===== src/rtl/stack_cpu_pkg.sv =====
// Shared opcodes, ALU codes, FSM state encoding and control word for the stack CPU controller.
package stack_cpu_pkg;

  localparam int unsigned OPC_W = 3;
  localparam int unsigned ALU_W = 2;
  localparam int unsigned ST_W  = 4;

  localparam logic [OPC_W-1:0] OP_ADD  = 3'b000;
  localparam logic [OPC_W-1:0] OP_SUB  = 3'b001;
  localparam logic [OPC_W-1:0] OP_AND  = 3'b010;
  localparam logic [OPC_W-1:0] OP_NOT  = 3'b011;
  localparam logic [OPC_W-1:0] OP_PUSH = 3'b100;
  localparam logic [OPC_W-1:0] OP_POP  = 3'b101;
  localparam logic [OPC_W-1:0] OP_JMP  = 3'b110;
  localparam logic [OPC_W-1:0] OP_JZ   = 3'b111;

  localparam logic [ALU_W-1:0] ALU_ADD = 2'b00;
  localparam logic [ALU_W-1:0] ALU_SUB = 2'b01;
  localparam logic [ALU_W-1:0] ALU_AND = 2'b10;
  localparam logic [ALU_W-1:0] ALU_NOT = 2'b11;

  typedef enum logic [ST_W-1:0] {
    ST_INIT    = 4'd0,
    ST_FETCH   = 4'd1,
    ST_DECODE  = 4'd2,
    ST_POPA    = 4'd3,
    ST_POPB    = 4'd4,
    ST_EXEC    = 4'd5,
    ST_PUSHRES = 4'd6,
    ST_MEMRD   = 4'd7,
    ST_PUSHMEM = 4'd8,
    ST_POPST   = 4'd9,
    ST_MEMWR   = 4'd10,
    ST_JMP     = 4'd11,
    ST_JZTEST  = 4'd12,
    ST_JZBR    = 4'd13
  } state_e;

  typedef struct packed {
    logic             iord;
    logic             mtos;
    logic             src_a;
    logic             src_b;
    logic             pc_write;
    logic             pc_write_cond;
    logic             pc_src;
    logic             ir_write;
    logic             mem_read;
    logic             mem_write;
    logic             ld_a;
    logic             ld_b;
    logic             push;
    logic             pop;
    logic             tos;
    logic [ALU_W-1:0] alu_op;
  } ctrl_t;

  localparam int unsigned CTRL_W = $bits(ctrl_t);

endpackage


===== src/rtl/stack_ctrl_outdec.sv =====
// Combinational decode of an FSM state into the datapath control word.
module stack_ctrl_outdec
  import stack_cpu_pkg::*;
(
  input  logic [ST_W-1:0]   state_i,
  input  logic [ALU_W-1:0]  alu_op_i,
  output logic [CTRL_W-1:0] ctrl_c_o
);

  ctrl_t c;

  always_comb begin
    c = '0;
    case (state_e'(state_i))
      ST_FETCH: begin
        c.mem_read = 1'b1;
        c.ir_write = 1'b1;
        c.src_a    = 1'b1;
        c.src_b    = 1'b1;
        c.pc_write = 1'b1;
      end
      ST_POPA, ST_POPST: begin
        c.tos  = 1'b1;
        c.ld_a = 1'b1;
        c.pop  = 1'b1;
      end
      ST_POPB: begin
        c.tos  = 1'b1;
        c.ld_b = 1'b1;
        c.pop  = 1'b1;
      end
      ST_EXEC:    c.alu_op = alu_op_i;
      ST_PUSHRES: c.push = 1'b1;
      ST_MEMRD: begin
        c.iord     = 1'b1;
        c.mem_read = 1'b1;
      end
      ST_PUSHMEM: begin
        c.mtos = 1'b1;
        c.push = 1'b1;
      end
      ST_MEMWR: begin
        c.iord      = 1'b1;
        c.mem_write = 1'b1;
      end
      ST_JMP: begin
        c.pc_src   = 1'b1;
        c.pc_write = 1'b1;
      end
      ST_JZTEST: c.tos = 1'b1;
      ST_JZBR: begin
        c.pc_src        = 1'b1;
        c.pc_write_cond = 1'b1;
      end
      default: c = '0;
    endcase
  end

  assign ctrl_c_o = c;

endmodule


===== config.mk =====
export PLATFORM = sky130hd
export DESIGN_NAME = stack_ctrl_outdec
export DESIGN_NICKNAME = d
export VERILOG_FILES = /design/src/rtl/stack_cpu_pkg.sv /design/src/rtl/stack_ctrl_outdec.sv
export SDC_FILE = /design/constraint.sdc
export NUM_CORES = 1
export LEC_CHECK = 0
export CAP_MARGIN = 20
export CORE_AREA = 2 2 39 41
export DETAILED_ROUTE_END_ITERATION = 7
export DIE_AREA = 0 0 41 43
export PLACE_DENSITY_LB_ADDON = 0.15
export SYNTH_ARGS = -nofsm -noshare
export SYNTH_HDL_FRONTEND = slang
export SYNTH_SLANG_ARGS = --single-unit

===== constraint.sdc =====
create_clock -name vclk -period 2.4
set_clock_uncertainty 0.2 [all_clocks]
set_input_delay 0.48 -clock vclk [all_inputs]
set_output_delay 0.48 -clock vclk [all_outputs]
set_load 0.005 [all_outputs]

==> out/metrics.cfg <==
[final_layout]
seq_cells = 0
layout_commonest_cell = dlygate4sd2_1
drive_gt1_share_pct = 23.3
n_clock_buffer = 0
regArea_um2 = 0
n_antenna_cell = 0
fin_cells = 76
fin_area_um2 = 553
finalNetCount = 68
area_delta_synth_final_pct = 140
final_cell_mix = dlygate4sd2_1 (8), buf_4 (7), clkdlybuf4s50_1 (6), dlymetal6s2s_1 (6)
fillers = 158
fin_util_pct = 40.0

[detailed_routing]
via_per_inst = 4.34
drtPass1Iterations = 2
drt-initial-drc-count = 1
wl_per_cell_um = 10.4
via_count = 330
drc = 0
antenna_left = 0
drt-total-wl_um = 788

[placement]
pre_cts_ws_ns = -0.340
port_buffers = 23
dpl.cell_count = 76
gp_congestion = 0.577
place.detailed.hpwl_um = 587
dpl-instance-area_um2 = 508

[yosys]
yosysUniqueCellTypes = 20
seq_area_frac_synth_pct = 0
synth_cells = 34
yosysWarnings = 0
syn-cell-area_um2 = 230
syn_area_per_cell_um2 = 6.77
synth.net_count = 40

[timing]
tightest_slew_ns = 0.210
final-setup-viol-count = 0
slew_violations = 0
min_period_ns = 2.34
fmax_mhz = 428
slew_headroom_pct = 85.8
hold_viol_final = 0
holdWs_ns = 1.31
setup_tns_ns = 0
final.setup.worst_slack_ns = 0.0633
rsz0062_at_grt = false
fin_crit_sh_pct = 97.4

[global_route]
gr-usage-all-layers_pct = 8.81
grt_pass1_wl_um = 1170
grt_pass1_vias = 259
antenna_found_initial = 0
grt.overflow.total = 0
grt_max_degree = 8

[power_and_ir_drop]
power_mw = 0.0764
p_leak_nw = 0.343
p_per_area_nw_per_um2 = 138
max-vdd-ir-drop_uv = 62.8

[hold_path]
hold_class = in2out
hold_depth = 4
hold-path-endpoint = ctrl_c_o[9]
min-delay-start = state_i[3]

[status]
outcome = finished clean

[setup_path]
crit_required_ns = 1.72
end_kind = output port
cp_max_fo = 1
crit_type = in2out
setup.worst_path.start_class = input port
arrival_ns = 1.66

[cts]
post_cts_buffers = 0
ctsHoldBuffers = 0

[floorplanning]
die_w_um = 41
coreArea_um2 = 1380
io_pins = 23
die_h_um = 43
rows = 14
dieArea_um2 = 1760
start_util_pct = 16.6

[job]
drv_cap = 0

[metal layers]
metal | up-vias | wire length, um | track usage, %
met5 | - | 0 | 0
met4 | 0 | 0 | 0
met3 | 0 | 60 | 0.524
met2 | 11 | 384 | 14.4
met1 | 148 | 343 | 13.1
li1 | 171 | - | -
[cells by family (layout without fill, tap and decap cells)]
logic type,Yosys count,in the layout,share of synthesized area [%]
AND/OR/NAND/NOR,21,21,57.1
buffers and inverters,7,33,19.0
XOR/XNOR,2,2,10.9
AO/OA/AOI/OAI,4,4,13.0
[Yosys cell counts]
library cell,n,area share (%)
nand2b_1,3,8.2
nor3_1,4,8.7
a21boi_1,1,3.3
and3b_1,1,3.8
xnor2_2,1,7.1
or3b_1,2,7.6
nand3b_1,2,6.5
nor4bb_1,1,4.3
nand2_1,2,3.3
buf_4,4,13
buf_2,2,4.3
nor3b_1,1,3.3
nor4b_1,1,3.8
inv_1,1,1.6
o32ai_1,1,3.8
xor2_1,1,3.8
nor2_1,3,4.9
and3_1,1,2.7
o2bb2ai_1,1,3.8
a21oi_1,1,2.2
[report_power, final]
group	internal [mW]	total, mW	switching [mW]
sequential	0	0	0
combinational	0.0453	0.0764	0.0310
clock	0	0	0
total	0.0453	0.0764	0.0310
[how the worst max path moves through the flow]
stage,slack (ns),end,cells after the start,start
after global placement,-0.33,ctrl_c_o[16],4,state_i[3]
after detailed placement,-0.34,ctrl_c_o[16],4,state_i[2]
after CTS,0.0009,ctrl_c_o[11],5,state_i[1]
after global routing,0.01,ctrl_c_o[1],4,alu_op_i[1]
after floorplan,0.46,ctrl_c_o[13],4,state_i[1]
final,0.06,ctrl_c_o[1],4,alu_op_i[1]
[critical path, stage by stage]
cell             delay (ns)
clkdlybuf4s50_1        0.45
inv_1                  0.03
nor3_1                 0.17
clkdlybuf4s50_1        0.52
[final cells by class]
cell class	count	area, um^2	area share (%)
inverters	1	3.75	0.679
well taps	16	20.0	3.62
multi-input cells	27	216	39.1
repair buffers	32	313	56.6
[what timing repair did]
action,in CTS,in global routing
setup endpoints to repair,17,8
resized for setup,19,10
pin swaps,2,1
(Power assumes the default switching activity.)
